### config.mk
export PLATFORM = sky130hd
export DESIGN_NAME = cordic_polar_post_flat
export DESIGN_NICKNAME = d
export VERILOG_FILES = /design/src/rtl/cordic_polar_post_if.sv /design/src/rtl/cordic_polar_post.sv /design/src/flat_wrapper.sv
export SDC_FILE = /design/constraint.sdc
export NUM_CORES = 1
export LEC_CHECK = 0
export BUFFER_PORTS_ARGS = -buffer_cell sky130_fd_sc_hd__buf_4
export CORE_ASPECT_RATIO = 0.75
export CORE_MARGIN = 5
export CORE_UTILIZATION = 63
export CTS_BUF_LIST = sky130_fd_sc_hd__clkbuf_16
export DETAILED_ROUTE_END_ITERATION = 10
export PLACE_DENSITY = 0.81
export SLEW_MARGIN = 30
export SYNTH_ARGS = -nofsm -noshare
export SYNTH_HDL_FRONTEND = slang
export SYNTH_SLANG_ARGS = --single-unit
### constraint.sdc
create_clock -name clk -period 8.4 [get_ports clk]
set_clock_uncertainty 0.15 [all_clocks]
set_input_delay 0.84 -clock clk [delete_from_list [all_inputs] [get_ports clk]]
set_output_delay 0.84 -clock clk [all_outputs]
set_load 0.005 [all_outputs]
### src/rtl/cordic_polar_post_if.sv
// Bus bundle for cordic_polar_post.
// master: the environment drives the sample stream and out_ready, and observes the FIFO head.
// slave : the block receives the sample stream and drives the FIFO head, overflow and level.
interface cordic_polar_post_if #(
    parameter int unsigned WL    = 24,
    parameter int unsigned DEPTH = 4
) ();
    localparam int unsigned LW = $clog2(DEPTH) + 1;

    logic          in_valid;
    logic [WL-1:0] mag_in;
    logic [23:0]   phase_in;
    logic          out_valid;
    logic          out_ready;
    logic [WL-1:0] mag_out;
    logic [23:0]   dphase_out;
    logic          first_out;
    logic          overflow;
    logic [LW-1:0] level;

    modport master (
        output in_valid, mag_in, phase_in, out_ready,
        input  out_valid, mag_out, dphase_out, first_out, overflow, level
    );

    modport slave (
        input  in_valid, mag_in, phase_in, out_ready,
        output out_valid, mag_out, dphase_out, first_out, overflow, level
    );
endinterface

### src/rtl/cordic_polar_post.sv
// CORDIC polar post-processor. It takes the raw CORDIC magnitude and phase, removes the CORDIC gain
// from the magnitude, forms the wrapped phase difference to the previous sample, and buffers the
// results in a small output FIFO.
// Ports:
//   clk             - rising-edge clock
//   rst             - synchronous active-high reset
//   bus.in_valid    - sample valid; upstream cannot stall
//   bus.mag_in      - uncompensated magnitude, s7.17
//   bus.phase_in    - phase, s2.21
//   bus.out_ready   - consumer accepts the FIFO head
//   bus.out_valid   - FIFO head valid
//   bus.mag_out     - gain-compensated magnitude, s7.17
//   bus.dphase_out  - wrapped phase difference, s2.21
//   bus.first_out   - head entry has no predecessor phase
//   bus.overflow    - sticky; set when a sample was dropped
//   bus.level       - FIFO occupancy
module cordic_polar_post #(
    parameter int unsigned WL    = 24,
    parameter int unsigned DEPTH = 4
) (
    input  logic               clk,
    input  logic               rst,
    cordic_polar_post_if.slave bus
);
    localparam int unsigned PW = WL + 18;
    localparam int unsigned AW = $clog2(DEPTH);
    localparam int unsigned LW = AW + 1;

    localparam logic [17:0]        KINV   = 18'd79594;
    localparam logic signed [24:0] PI_P   = 25'sd6588397;
    localparam logic signed [24:0] PI_N   = -25'sd6588397;
    localparam logic signed [24:0] TWO_PI = 25'sd13176794;

    // Phase history
    logic [23:0] prev_phase;
    logic        first_pend;

    // Stage 1: product and raw difference
    logic               s1_valid;
    logic               s1_first;
    logic [PW-1:0]      s1_prod;
    logic signed [24:0] s1_diff;

    // Stage 2: rounded magnitude and wrapped difference
    logic          s2_valid;
    logic          s2_first;
    logic [WL-1:0] s2_mag;
    logic [23:0]   s2_dphase;

    // FIFO storage
    logic [WL-1:0]    mem_mag [DEPTH];
    logic [23:0]      mem_dph [DEPTH];
    logic [DEPTH-1:0] mem_first;
    logic [AW-1:0]    wr_ptr;
    logic [AW-1:0]    rd_ptr;
    logic [LW-1:0]    level;
    logic             overflow;

    // Stage-1 combinational terms
    logic [WL-1:0]      mag_pos_c;
    logic [PW-1:0]      prod_c;
    logic signed [24:0] diff_c;

    // Negative magnitudes clamp to zero before the multiply, which gives the same result as
    // clamping the product.
    always_comb begin
        mag_pos_c = bus.mag_in[WL-1] ? '0 : bus.mag_in;
        prod_c    = PW'(mag_pos_c) * PW'(KINV);
        diff_c    = $signed({bus.phase_in[23], bus.phase_in}) - $signed({prev_phase[23], prev_phase});
    end

    // Stage-2 combinational terms
    logic [PW-1:0]      rnd_c;
    logic [WL-1:0]      mag_c;
    logic signed [24:0] wrap_c;
    logic [23:0]        dphase_c;

    // Round half up at bit 17; KINV < 2^17 so the result always fits in WL bits.
    always_comb begin
        rnd_c = s1_prod + PW'(65536);
        mag_c = WL'(rnd_c >> 17);
        if (s1_diff > PI_P) begin
            wrap_c = s1_diff - TWO_PI;
        end else if (s1_diff < PI_N) begin
            wrap_c = s1_diff + TWO_PI;
        end else begin
            wrap_c = s1_diff;
        end
        dphase_c = s1_first ? '0 : 24'(wrap_c);
    end

    // FIFO control
    logic pop_c;
    logic full_c;
    logic push_c;
    logic drop_c;

    // A full FIFO still accepts a write when the head is popped on the same edge.
    always_comb begin
        pop_c  = (level != '0) && bus.out_ready;
        full_c = (level == LW'(DEPTH));
        push_c = s2_valid && (!full_c || pop_c);
        drop_c = s2_valid && full_c && !pop_c;
    end

    // Phase history and pipeline registers; prev_phase follows every sample, even dropped ones.
    always_ff @(posedge clk) begin
        if (rst) begin
            prev_phase <= '0;
            first_pend <= 1'b1;
            s1_valid   <= 1'b0;
            s1_first   <= 1'b0;
            s1_prod    <= '0;
            s1_diff    <= '0;
            s2_valid   <= 1'b0;
            s2_first   <= 1'b0;
            s2_mag     <= '0;
            s2_dphase  <= '0;
        end else begin
            s1_valid <= bus.in_valid;
            if (bus.in_valid) begin
                prev_phase <= bus.phase_in;
                first_pend <= 1'b0;
                s1_first   <= first_pend;
                s1_prod    <= prod_c;
                s1_diff    <= diff_c;
            end
            s2_valid <= s1_valid;
            if (s1_valid) begin
                s2_first  <= s1_first;
                s2_mag    <= mag_c;
                s2_dphase <= dphase_c;
            end
        end
    end

    // Circular FIFO with sticky overflow
    always_ff @(posedge clk) begin
        if (rst) begin
            wr_ptr    <= '0;
            rd_ptr    <= '0;
            level     <= '0;
            overflow  <= 1'b0;
            mem_first <= '0;
            for (int i = 0; i < int'(DEPTH); i++) begin
                mem_mag[i] <= '0;
                mem_dph[i] <= '0;
            end
        end else begin
            if (push_c) begin
                mem_mag[wr_ptr]   <= s2_mag;
                mem_dph[wr_ptr]   <= s2_dphase;
                mem_first[wr_ptr] <= s2_first;
                wr_ptr            <= wr_ptr + AW'(1);
            end
            if (pop_c) begin
                rd_ptr <= rd_ptr + AW'(1);
            end
            if (push_c && !pop_c) begin
                level <= level + LW'(1);
            end else if (pop_c && !push_c) begin
                level <= level - LW'(1);
            end
            if (drop_c) begin
                overflow <= 1'b1;
            end
        end
    end

    // Head entry is read straight from the storage registers.
    assign bus.out_valid  = (level != '0);
    assign bus.mag_out    = mem_mag[rd_ptr];
    assign bus.dphase_out = mem_dph[rd_ptr];
    assign bus.first_out  = mem_first[rd_ptr];
    assign bus.overflow   = overflow;
    assign bus.level      = level;
endmodule
### src/flat_wrapper.sv
// flat-port wrapper written by rule: the top's interface ports become plain ports
module cordic_polar_post_flat 
#(
    parameter int unsigned WL    = 24,
    parameter int unsigned DEPTH = 4
)
  (clk, rst, bus_in_valid, bus_mag_in, bus_phase_in, bus_out_ready, bus_out_valid, bus_mag_out, bus_dphase_out, bus_first_out, bus_overflow, bus_level);
  cordic_polar_post_if #(.WL(WL), .DEPTH(DEPTH)) bus_i ();
  input  logic clk;
  input  logic rst;
  input wire logic [$bits(bus_i.in_valid)-1:0] bus_in_valid;
  input wire logic [$bits(bus_i.mag_in)-1:0] bus_mag_in;
  input wire logic [$bits(bus_i.phase_in)-1:0] bus_phase_in;
  input wire logic [$bits(bus_i.out_ready)-1:0] bus_out_ready;
  output wire logic [$bits(bus_i.out_valid)-1:0] bus_out_valid;
  output wire logic [$bits(bus_i.mag_out)-1:0] bus_mag_out;
  output wire logic [$bits(bus_i.dphase_out)-1:0] bus_dphase_out;
  output wire logic [$bits(bus_i.first_out)-1:0] bus_first_out;
  output wire logic [$bits(bus_i.overflow)-1:0] bus_overflow;
  output wire logic [$bits(bus_i.level)-1:0] bus_level;
  assign bus_i.in_valid = bus_in_valid;
  assign bus_i.mag_in = bus_mag_in;
  assign bus_i.phase_in = bus_phase_in;
  assign bus_i.out_ready = bus_out_ready;
  assign bus_out_valid = bus_i.out_valid;
  assign bus_mag_out = bus_i.mag_out;
  assign bus_dphase_out = bus_i.dphase_out;
  assign bus_first_out = bus_i.first_out;
  assign bus_overflow = bus_i.overflow;
  assign bus_level = bus_i.level;
  cordic_polar_post #(.WL(WL), .DEPTH(DEPTH)) u_core (.clk(clk), .rst(rst), .bus(bus_i));
endmodule
==> results.yml <==
timing:
  fmax_mhz: 142
  slew_headroom_pct: 37.0
  finalHoldViolCount: 0
  final_max_slew_viol_count: 0
  max_slew.worst_pin.slew_ps: 945
  fin_setup_tns_ps: 0
  post-route-min-period_ps: 7050
  setup_viol: 0
  post-route-period-util_pct: 84.0
  rsz0062_at_grt: "no"
global_route:
  overflow: 0
  grt_max_degree: 93
  grt_pass1_vias: 15640
  grt_usage_pct: 25.8
  grt_pass1_wl_mm: 84.3
  antenna_found_initial: 2
synthesis:
  synth_nets: 2499
  yosysWarningCount: 0
  synth_cell_types: 87
  ys_seq_area_share_pct: 37.4
  syn_area_um2: 23000
  ys.flop_type: "edfxtp_1"
  synthCells: 2131
  synth_edf_count: 192
  syn_area_per_cell_um2: 10.8
  async_flop_share_pct: 0
  synth_seq_cells: 333
route:
  drt_pass1_iterations: 5
  wire_per_inst_um: 19.5
  via_per_inst: 5.94
  drc: 0
  drt-total-wl_mm: 52.2
  vias: 15906
  postRouteAntennaNets: 0
  drt_iter0_drc: 1522
clock_tree:
  cts_hold_buf: 0
  clock_latency_ps: 580
  clockRootBuffer: "clkbuf_16"
  clk_pin_slew_ps: 70
  clockBufferDepth: 3
  post_cts_buffers: 0
  cts_resized: 0
  cts_tree: "built"
  clock_sinks: 333
  numCtsBuffers: 31
  cts_max_level: 1
floorplan:
  coreArea_um2: 36000
  io_pins: 106
  start_util_pct: 63.9
  die_area_um2: 40400
  fp-row-count: 60
  die_h_um: 175
  die_w_um: 231
job:
  maxCapViolCount: 0
hold_path:
  hold_class: "reg -> reg"
setup_path:
  crit_type: "in -> reg"
  crit_fanout: 47
  cp-startpoint: "bus_mag_in[23]"
  cpPeakStageDelay_ps: 700
  crit_chain: "buf_4 > nor2b_1 > xnor2_1 > fa_1 > inv_1 > fa_1 > inv_1 > fa_1 > inv_1 > fa_1 > inv_1 > fa_1 > inv_1 > ha_1 > a211oi_1 > nand2_1 > o211ai_1 > nand3_1 > a2111oi_2 > nor3_1 > a2111oi_0 > o41ai_1"
  critical-path-top-delay-family: "adder cells"
  start_kind: "input port"
  cp-endpoint: "u_core.s1_prod[38]"
  reg2reg_to: "u_core.mem_mag[1][13]"
  reg2reg_slack_ps: 4660
  r2r_cells: 8
  r2r_start: "u_core.bus.level[0]"
  crit_buf_inv: 6
  crit_path_top_delay_cell: "nor2b_1"
  arrival_ps: 7350
  worstPathRequired_ps: 8690
  worstSetupEndpointType: "register"
  cp.depth: 22
placed_design:
  dp.cells: 2619
  gp_congestion: 0.922
  dp_hpwl_mm: 38.0
  io_buffer_count: 105
finish:
  nNetsFinal: 2555
  final.fill_count: 2603
  n_antenna_cell: 0
  final_common_cell: "inv_1"
  final_cell_mix: "inv_1 (250), edfxtp_1 (192), ha_1 (177), and2_1 (162), nor2_1 (145)"
  post-route-util_pct: 69.9
  seq_area_um2: 8590
  multi_input_area_um2: 13000
  final_cells: 2677
  layout-drive-gt1-share_pct: 12.0
  syn2layout_area_growth_pct: 9.34
outcome:
  outcome: "finished, final reports clean"
power_and_ir_drop:
  vdd_drop_max_v: 0.000206
  leakage_nw: 11.2
  pwr_density_cell_nw_per_um2: 260
==> worst min-delay path by stage <==
stage | startpoint | slack [ps] | endpoint | depth (start not counted)
final | u_core.first_pend | 310 | u_core.first_pend | 1
after global routing | u_core.first_pend | 340 | u_core.first_pend | 1
after CTS | u_core.first_pend | 310 | u_core.first_pend | 1
after detailed placement | u_core.first_pend | 290 | u_core.first_pend | 1
after global placement | u_core.first_pend | 290 | u_core.first_pend | 1
after floorplan | u_core.first_pend | 280 | u_core.first_pend | 1
==> cell families after synthesis <==
| group | after synthesis | share of synthesized area, % |
|---|---|---|
| buffers and inverters | 356 | 6.19 |
| flip-flops | 333 | 37.4 |
| AO/OA/AOI/OAI | 296 | 9.21 |
| multiplexers | 97 | 6.90 |
| XOR/XNOR | 109 | 4.15 |
| adder cells (fa/ha/maj) | 316 | 21.7 |
| AND/OR/NAND/NOR | 624 | 14.5 |
==> final cells by class <==
| class | count | area share, % |
|---|---|---|
| clock buffer | 31 | 3.09 |
| timing repair buffer | 130 | 3.95 |
| tap | 465 | 2.31 |
| inverter | 249 | 3.72 |
| multi-input combinational | 1442 | 51.7 |
| sequential | 333 | 34.2 |
| clock inverter | 27 | 1.02 |
==> registers in the layout, summed over array words and instances (netlist names), named ones only <==
register and flops:
u_core.s1_first 1, u_core.mem_first 4, u_core.s2_dphase 24, u_core.s2_first 1, u_core.s1_prod 25, u_core.bus.overflow 1, u_core.first_pend 1, u_core.s2_valid 1
u_core.rd_ptr 2, u_core.s2_mag 24, u_core.s1_diff 25, u_core.prev_phase 24, u_core.wr_ptr 2, u_core.s1_valid 1, u_core.mem_dph 96, u_core.bus.level 3
u_core.mem_mag 96
==> per-layer routing <==
layer	wire length [um]	global-route usage, %
met1	24700	41.1
met2	22300	37.6
met3	4590	5.01
met4	589	3.56
met5	20	0
==> cell usage after synthesis, drive strengths merged (12+ instances only) <==
cell type | count | area share, %
mux4 | 49 | 4.8
mux2i | 47 | 2.0
buf | 22 | 0.69
a22o | 19 | 0.72
nand2b | 19 | 0.52
nor2 | 145 | 2.4
nor2b | 37 | 1.0
and3 | 65 | 1.8
a211oi | 37 | 1.2
fa | 139 | 12
a21o | 29 | 0.95
a21oi | 61 | 1.3
nand2 | 82 | 1.3
dfxtp | 141 | 12
xnor2 | 64 | 2.4
clkbuf | 83 | 1.4
inv | 247 | 4.0
edfxtp | 192 | 25
nor3 | 22 | 0.50
or3 | 12 | 0.33
and2 | 164 | 4.5
ha | 177 | 9.6
nand3 | 37 | 0.81
o21ai | 43 | 0.94
xor2 | 45 | 1.7
==> report_power, final <==
part / internal (mW) / total (mW) / leakage (nW) / switching (mW)
sequential: 1.85 / 1.99 / 3.15 / 0.146
clock: 0.801 / 1.43 / 0.508 / 0.628
combinational: 1.39 / 3.11 / 7.54 / 1.72
total: 4.04 / 6.53 / 11.2 / 2.49
==> metrics by stage <==
stage | hold WS (ps) | area (um2) | setup slack [ps] | total power [mW]
2_1_floorplan | 280 | 23000 | 1090 | 4.33
3_3_place_gp | 288 | 24100 | 1070 | 4.99
3_5_place_dp | 293 | 24100 | 882 | 5.10
4_1_cts | 308 | 25100 | 1490 | 6.54
5_1_grt | 339 | 25100 | 1030 | 7.05
6_report | 307 | 25100 | 1350 | 6.53
(Power assumes the default switching activity.)
